**src/rtl/control_sequencer.sv**
```systemverilog
// control_sequencer: hardwired fetch/execute FSM driving every control input of the 32-bit datapath.
// Build option MULDIV_EN adds the mul/div execute steps; without it those opcodes behave as nop.
module control_sequencer #(
   parameter int OPW = 5,
   parameter int IRW = 32
) (
   input  logic           clk,
   input  logic           clr_n,
   input  logic [IRW-1:0] IR,
   input  logic           CON_FF,
   input  logic           Stop,
   output logic           Run,
   output logic           R_out, HI_out, LO_out, Zhi_out, Zlo_out, PC_out, MDR_out, In_out, C_out, BAout,
   output logic           Rin, MARin, Zlowin, Zhighin, PCin, MDRin, IRin, Yin, HIin, LOin, CONin, OutPortin,
   output logic           Gra, Grb, Grc,
   output logic           IncPC, Read, Write,
   output logic [OPW-1:0] op_sel
);

   typedef enum logic [3:0] {T0, T1, T2, T3, T4, T5, T6, T7, HALTED} state_e;

   localparam logic [OPW-1:0] OP_LD   = OPW'(5'b00000);
   localparam logic [OPW-1:0] OP_LDI  = OPW'(5'b00001);
   localparam logic [OPW-1:0] OP_ST   = OPW'(5'b00010);
   localparam logic [OPW-1:0] OP_ADD  = OPW'(5'b00011);
   localparam logic [OPW-1:0] OP_AND  = OPW'(5'b00101);
   localparam logic [OPW-1:0] OP_OR   = OPW'(5'b00110);
   localparam logic [OPW-1:0] OP_ROL  = OPW'(5'b01010);
   localparam logic [OPW-1:0] OP_ADDI = OPW'(5'b01011);
   localparam logic [OPW-1:0] OP_ANDI = OPW'(5'b01100);
   localparam logic [OPW-1:0] OP_ORI  = OPW'(5'b01101);
   localparam logic [OPW-1:0] OP_MUL  = OPW'(5'b01110);
   localparam logic [OPW-1:0] OP_DIV  = OPW'(5'b01111);
   localparam logic [OPW-1:0] OP_NEG  = OPW'(5'b10000);
   localparam logic [OPW-1:0] OP_NOT  = OPW'(5'b10001);
   localparam logic [OPW-1:0] OP_BR   = OPW'(5'b10010);
   localparam logic [OPW-1:0] OP_JR   = OPW'(5'b10011);
   localparam logic [OPW-1:0] OP_IN   = OPW'(5'b10101);
   localparam logic [OPW-1:0] OP_OUT  = OPW'(5'b10110);
   localparam logic [OPW-1:0] OP_MFHI = OPW'(5'b10111);
   localparam logic [OPW-1:0] OP_MFLO = OPW'(5'b11000);
   localparam logic [OPW-1:0] OP_HALT = OPW'(5'b11010);

   state_e         state_q, state_d;
   logic [OPW-1:0] op_q, op_d;
   logic           stop_q, stop_d;
   logic           run_q, run_d;

   logic [OPW-1:0] ir_op, cur_op;
   logic           is_alu, is_imm, is_addr, is_unary, is_md;
   logic           unused_ir;

   assign ir_op     = IR[IRW-1 -: OPW];
   assign unused_ir = ^IR[IRW-OPW-1:0];

   // The opcode is not latched until the end of T3, so T3 itself decodes straight from IR.
   assign cur_op   = (state_q == T3) ? ir_op : op_q;
   assign is_alu   = (cur_op >= OP_ADD) && (cur_op <= OP_ROL);
   assign is_imm   = (cur_op >= OP_ADDI) && (cur_op <= OP_ORI);
   assign is_addr  = (cur_op == OP_LD) || (cur_op == OP_LDI) || (cur_op == OP_ST);
   assign is_unary = (cur_op == OP_NEG) || (cur_op == OP_NOT);
`ifdef MULDIV_EN
   assign is_md    = (cur_op == OP_MUL) || (cur_op == OP_DIV);
`else
   assign is_md    = 1'b0;
`endif

   // Final execute step of each opcode; 0 means no execute steps (nop, halt, undefined).
   function automatic logic [2:0] last_step(input logic [OPW-1:0] op);
      logic [2:0] n;
      n = 3'd0;
      if (op == OP_LD || op == OP_ST) n = 3'd7;
      else if (op == OP_LDI || (op >= OP_ADD && op <= OP_ORI)) n = 3'd5;
      else if (op == OP_NEG || op == OP_NOT) n = 3'd4;
      else if (op == OP_BR) n = 3'd6;
      else if (op == OP_JR || op == OP_IN || op == OP_OUT || op == OP_MFHI || op == OP_MFLO) n = 3'd3;
`ifdef MULDIV_EN
      else if (op == OP_MUL || op == OP_DIV) n = 3'd6;
`endif
      return n;
   endfunction

   function automatic logic [OPW-1:0] imm_alu(input logic [OPW-1:0] op);
      case (op)
         OP_ANDI: return OP_AND;
         OP_ORI:  return OP_OR;
         default: return OP_ADD;
      endcase
   endfunction

   always_ff @(posedge clk or negedge clr_n) begin
      if (!clr_n) begin
         state_q <= T0;
         op_q    <= '0;
         stop_q  <= 1'b0;
         run_q   <= 1'b0;
      end else begin
         state_q <= state_d;
         op_q    <= op_d;
         stop_q  <= stop_d;
         run_q   <= run_d;
      end
   end

   always_comb begin
      state_d = state_q;
      op_d    = op_q;
      stop_d  = stop_q;
      run_d   = 1'b1;
      if (!run_q) begin
         // first clock after reset release only arms the sequencer; T0 is presented next cycle
         state_d = T0;
      end else begin
         case (state_q)
            T0:     state_d = T1;
            T1:     state_d = T2;
            T2: begin
               stop_d = Stop;
               if (ir_op == OP_HALT)          state_d = HALTED;
               else if (last_step(ir_op) == 3'd0) state_d = Stop ? HALTED : T0;
               else                           state_d = T3;
            end
            HALTED: state_d = HALTED;
            default: begin
               if (state_q == T3) op_d = ir_op;
               if (last_step(cur_op) <= state_q[2:0]) state_d = stop_q ? HALTED : T0;
               else                                   state_d = state_e'(state_q + 4'd1);
            end
         endcase
      end
   end

   always_comb begin
      {R_out, HI_out, LO_out, Zhi_out, Zlo_out, PC_out, MDR_out, In_out, C_out, BAout} = '0;
      {Rin, MARin, Zlowin, Zhighin, PCin, MDRin, IRin, Yin, HIin, LOin, CONin, OutPortin} = '0;
      {Gra, Grb, Grc, IncPC, Read, Write} = '0;
      op_sel = '0;
      Run    = run_q && (state_q != HALTED);
      if (run_q) begin
         case (state_q)
            T0: begin PC_out = 1'b1; MARin = 1'b1; IncPC = 1'b1; Zlowin = 1'b1; end
            T1: begin Zlo_out = 1'b1; PCin = 1'b1; Read = 1'b1; MDRin = 1'b1; end
            T2: begin MDR_out = 1'b1; IRin = 1'b1; end
            T3: begin
               if (is_alu || is_imm) begin Grb = 1'b1; R_out = 1'b1; Yin = 1'b1; end
               else if (is_addr) begin Grb = 1'b1; BAout = 1'b1; R_out = 1'b1; Yin = 1'b1; end
               else if (is_unary) begin Grb = 1'b1; R_out = 1'b1; op_sel = cur_op; Zlowin = 1'b1; end
               else if (is_md) begin Gra = 1'b1; R_out = 1'b1; Yin = 1'b1; end
               else begin
                  case (cur_op)
                     OP_BR:   begin Gra = 1'b1; R_out = 1'b1; CONin = 1'b1; end
                     OP_JR:   begin Gra = 1'b1; R_out = 1'b1; PCin = 1'b1; end
                     OP_IN:   begin In_out = 1'b1; Gra = 1'b1; Rin = 1'b1; end
                     OP_OUT:  begin Gra = 1'b1; R_out = 1'b1; OutPortin = 1'b1; end
                     OP_MFHI: begin HI_out = 1'b1; Gra = 1'b1; Rin = 1'b1; end
                     OP_MFLO: begin LO_out = 1'b1; Gra = 1'b1; Rin = 1'b1; end
                     default: ;
                  endcase
               end
            end
            T4: begin
               if (is_alu) begin Grc = 1'b1; R_out = 1'b1; op_sel = cur_op; Zlowin = 1'b1; end
               else if (is_imm) begin C_out = 1'b1; op_sel = imm_alu(cur_op); Zlowin = 1'b1; end
               else if (is_addr) begin C_out = 1'b1; op_sel = OP_ADD; Zlowin = 1'b1; end
               else if (is_unary) begin Zlo_out = 1'b1; Gra = 1'b1; Rin = 1'b1; end
               else if (cur_op == OP_BR) begin PC_out = 1'b1; Yin = 1'b1; end
               else if (is_md) begin
                  Grb = 1'b1; R_out = 1'b1; op_sel = cur_op; Zlowin = 1'b1; Zhighin = 1'b1;
               end
            end
            T5: begin
               if (is_alu || is_imm || cur_op == OP_LDI) begin Zlo_out = 1'b1; Gra = 1'b1; Rin = 1'b1; end
               else if (cur_op == OP_LD || cur_op == OP_ST) begin Zlo_out = 1'b1; MARin = 1'b1; end
               else if (cur_op == OP_BR) begin C_out = 1'b1; op_sel = OP_ADD; Zlowin = 1'b1; end
               else if (is_md) begin Zlo_out = 1'b1; LOin = 1'b1; end
            end
            T6: begin
               if (cur_op == OP_LD) begin Read = 1'b1; MDRin = 1'b1; end
               else if (cur_op == OP_ST) begin Gra = 1'b1; R_out = 1'b1; MDRin = 1'b1; end
               else if (cur_op == OP_BR) begin Zlo_out = CON_FF; PCin = CON_FF; end
               else if (is_md) begin Zhi_out = 1'b1; HIin = 1'b1; end
            end
            T7: begin
               if (cur_op == OP_LD) begin MDR_out = 1'b1; Gra = 1'b1; Rin = 1'b1; end
               else if (cur_op == OP_ST) Write = 1'b1;
            end
            default: ;
         endcase
      end
   end

endmodule

```
**config.mk**
```make
export PLATFORM = sky130hd
export DESIGN_NAME = control_sequencer
export DESIGN_NICKNAME = d
export VERILOG_FILES = /design/src/rtl/control_sequencer.sv
export SDC_FILE = /design/constraint.sdc
export NUM_CORES = 1
export LEC_CHECK = 0
export CAP_MARGIN = 20
export CORE_ASPECT_RATIO = 0.75
export CORE_MARGIN = 8
export CORE_UTILIZATION = 41
export DETAILED_ROUTE_END_ITERATION = 10
export PLACE_DENSITY = 0.81
export SLEW_MARGIN = 40
export SYNTH_ARGS = -nofsm -noshare
export SYNTH_HDL_FRONTEND = slang
export SYNTH_SLANG_ARGS = --single-unit
```
**constraint.sdc**
```tcl
create_clock -name clk -period 3.1 [get_ports clk]
set_clock_uncertainty 0.05 [all_clocks]
set_input_delay 0.31 -clock clk [delete_from_list [all_inputs] [get_ports clk]]
set_output_delay 0.31 -clock clk [all_outputs]
set_load 0.05 [all_outputs]
```
==> results.py, run 1 <==
metrics = {
    "status": {
        "outcome": "finished, violations left",
        "violations": "negative setup slack",
    },
    "timing": {
        "layout_setup_ws_ps": -39.4,
        "hold_violations": 0,
        "period_share": 1.01,
        "setup_viol": 1,
        "slew_headroom": 0.614,
        "worstMarginPinSlew_ps": 574,
        "finalCriticalPeriod_ps": 3140,
        "rsz0062_at_grt": "yes",
        "fmax_ghz": 0.319,
        "slew_viol_final": 0,
    },
    "finish": {
        "drive_gt1_frac": 0.274,
        "final_cells": 364,
        "nets": 351,
        "area_growth_pct": 47.7,
        "fill_cells": 384,
        "n_antenna_cell": 0,
    },
    "grt": {
        "antenna_found_initial": 0,
        "grt-ovfl-total": 0,
        "grt_start_max_net_pins": 19,
        "grt_usage": 0.204,
        "grt_pass1_vias": 2126,
        "grt_pass1_wl_um": 11200,
    },
    "min_path": {
        "hold_path.class": "input port to async pin",
    },
    "floorplanning": {
        "die_w_um": 92.9,
        "die_area_mm2": 0.00685,
        "rows": 21,
        "io_pins": 70,
        "die_y_um": 73.7,
        "core_mm2": 0.00436,
        "initial_core_util": 0.417,
    },
    "detailed_routing": {
        "drc": 0,
        "wirelength_um": 7160,
        "antenna_left": 0,
        "routed_via_density": 6.39,
        "dr.pass1.iters": 5,
        "wl_per_cell_um": 19.7,
        "route.vias.total": 2325,
        "drt_iter0_markers": 368,
    },
    "pwr": {
        "seq_power_share": 0.152,
        "clock_power_share": 0.065,
        "leakage_uw": 0.00106,
        "comb_power_share": 0.783,
        "p_int_uw": 1090,
        "power_density_mw_per_mm2": 863,
        "p_sw_uw": 1230,
        "switching_share": 0.532,
        "ir_worst_vdd_uv": 502,
    },
    "cts": {
        "tritoncts": "built",
        "cts_sinks": 11,
        "cts_hold_buffers": 0,
        "cts-buffers-inserted": 3,
        "cts_buffer_depth": 2,
        "htreeDepth": 1,
        "root_buffer": "clkbuf_8",
        "clkSlewWorstSetupHoldPaths_ps": 60,
        "clk_latency_ps": 250,
    },
    "setup_path": {
        "worstSetupStartpointType": "flip-flop",
        "criticalPathCategory": "flip-flop to flip-flop",
        "critPathTopFamily": "compound AO/OA/AOI/OAI gates",
        "cpPeakStageDelay_ps": 430,
        "r2r_end": "state_q[0]",
        "worstPathRequired_ps": 3220,
        "cp_max_fo": 4,
        "critPathCaptureType": "flip-flop",
        "r2r_cells": 12,
        "arrival_ps": 3260,
        "path_cells": "ha_2, nor3b_4, mux2_4, a311oi_2, a211o_1, a31oi_1, ha_1, nor2b_4, o21a_1, o21ai_4, or3_4, a21oi_4",
        "ff2ff_setup_slack_ps": -40,
        "reg2reg_from": "state_q[1]",
        "timing.critical_path.slowest_stage_cell": "dfrtp_1",
        "critPathBufInv": 0,
    },
    "synthesis": {
        "ys_seq_area_frac": 0.151,
        "netlist_instances": 265,
        "synth-seq-cells": 11,
        "yosysUniqueCellTypes": 59,
        "ys.flop_type": "dfrtp_1",
        "yosysWarnings": 0,
        "async_reset_ff_frac": 1.00,
        "synth_edf_count": 0,
        "syn_area_mm2": 0.00182,
        "syn_area_per_cell_um2": 6.87,
    },
    "placement": {
        "port_buffers": 38,
        "hpwl_um": 5510,
        "gp_congestion": 0.923,
        "dp_worst_setup_slack_ps": -58.5,
        "dpl.cell_count": 358,
    },
    "run": {
        "cap_viol_max_count": 0,
    },
}
## flip-flops by register name, summed over array words and instances, names as in the netlist
| signal | count |
|---|---|
| op_q | 5 |
| state_q | 4 |
| stop_q | 1 |
| run_q | 1 |
## logic make-up after synthesis
kind of cell,after synthesis,share of synthesized area
adders and majority gates,7,0.0481
AOI/OAI and AO/OA,81,0.294
DFF,11,0.151
and+or+nand+nor,108,0.318
xor gates and xnor gates,4,0.0192
buffers and inverters,42,0.106
muxes,10,0.0598
other,2,0.00413
## area by class of cell
cell class                 instances  area (um2)  area share
multi-input combinational        215        1470       0.546
timing repair buffer              64         778       0.289
sequential                        11         275       0.102
tap                               57        71.3      0.0265
inverter                          13        48.8      0.0181
clock buffer                       3        41.3      0.0154
clock inverter                     1        5.00     0.00186
## cell usage in the layout (no fill, tap or decap), types with 3 or more instances in the layout
cell / netlist / final
ha_1: 7 / 5
nor2b_1: 5 / 4
o211ai_1: 5 / 5
nand4_1: 7 / 7
nor3_1: 6 / 6
buf_12: 0 / 21
nand2_1: 19 / 19
and3_1: 5 / 5
conb_1: 2 / 5
mux2_2: 3 / 3
a31oi_1: 7 / 6
nor3b_1: 3 / 3
clkdlybuf4s50_1: 0 / 11
nor4_1: 7 / 6
nand3_1: 11 / 11
a21oi_1: 21 / 19
xnor2_1: 4 / 4
dfrtp_1: 11 / 11
o21ai_0: 18 / 17
mux2i_1: 6 / 5
or2_2: 3 / 3
nor2_1: 27 / 27
nor4b_1: 3 / 3
clkbuf_8: 0 / 3
buf_4: 5 / 30
o21a_1: 3 / 3
a211oi_1: 4 / 4
inv_1: 12 / 12
## worst reg2reg max path, cell delays in order (launching register included)
cell and delay, ps:
dfrtp_1 430, ha_2 220, nor3b_4 300, mux2_4 340, a311oi_2 340, a211o_1 150
a31oi_1 50, ha_1 230, nor2b_4 120, o21a_1 190, o21ai_4 90, or3_4 390
a21oi_4 170
## per-stage QoR
step           cell area (um2)  hold WS [ps]  TNS (ps)  total power [uW]   util
2_1_floorplan             1840         -35.6     -28.6              1370      -
3_3_place_gp              2520           476         0              1850  0.579
3_5_place_dp              2520           501      -153              1920  0.579
4_1_cts                   2590           383         0              2100  0.593
5_1_grt                   2690           405      -558              2460  0.616
6_report                  2690           375     -39.4              2320  0.616
## Yosys cell counts (all sizes together) (6+ instances only)
cell type | instances | area, um2
a31oi | 7 | 43.8
nor4 | 7 | 43.8
nand4 | 7 | 43.8
o21ai | 18 | 90.1
buf | 10 | 72.6
dfrtp | 11 | 275
a21oi | 22 | 114
inv | 12 | 45.0
nor2 | 27 | 101
mux2i | 6 | 60.1
nor3 | 6 | 30.0
clkbuf | 19 | 71.3
ha | 7 | 87.6
nand3 | 11 | 55.1
nand2 | 19 | 71.3
## what timing repair did
action | CTS | global route
resized for setup | 3 | 15
pin swaps | 0 | 8
buffers inserted | 0 | 2
endpoints found under the setup margin | 3 | 8
## layer usage
layer  up-vias  global-route usage  share of wire
met4         0              0.0712          0.020
met2       159               0.324           0.47
met3        18              0.0531           0.11
met1      1098               0.259           0.40
met5         -                   0              0
li1       1050                   -              -
## how the worst max path moves through the flow
stage / from / end / slack, ps / depth (start not counted)
after floorplan: state_q[0] / state_q[1] / -30 / 12
after global placement: state_q[1] / state_q[1] / 40 / 11
after detailed placement: state_q[1] / state_q[1] / -60 / 13
after CTS: state_q[1] / Gra / 9 / 9
after global routing: state_q[1] / state_q[0] / -140 / 13
final: state_q[1] / state_q[0] / -40 / 12
## power by group through the flow
stage | clock network [uW] | logic [uW] | registers, uW
floorplan | 0 | 1120 | 251
finish | 150 | 1820 | 353
global route | 164 | 1930 | 361
detailed placement | 0 | 1580 | 341
global placement | 0 | 1520 | 337
CTS | 154 | 1610 | 339
Power figures use the tool's default switching activity.
==> run 2: changes to the inputs <==
--- a/config.mk
+++ b/config.mk
@@ -15,3 +15,4 @@
 export SYNTH_ARGS = -nofsm -noshare
 export SYNTH_HDL_FRONTEND = slang
 export SYNTH_SLANG_ARGS = --single-unit
+export TNS_END_PERCENT = 100
==> results of run 2 <==
Final layout, timing and power as in run 1 (identical DEF).
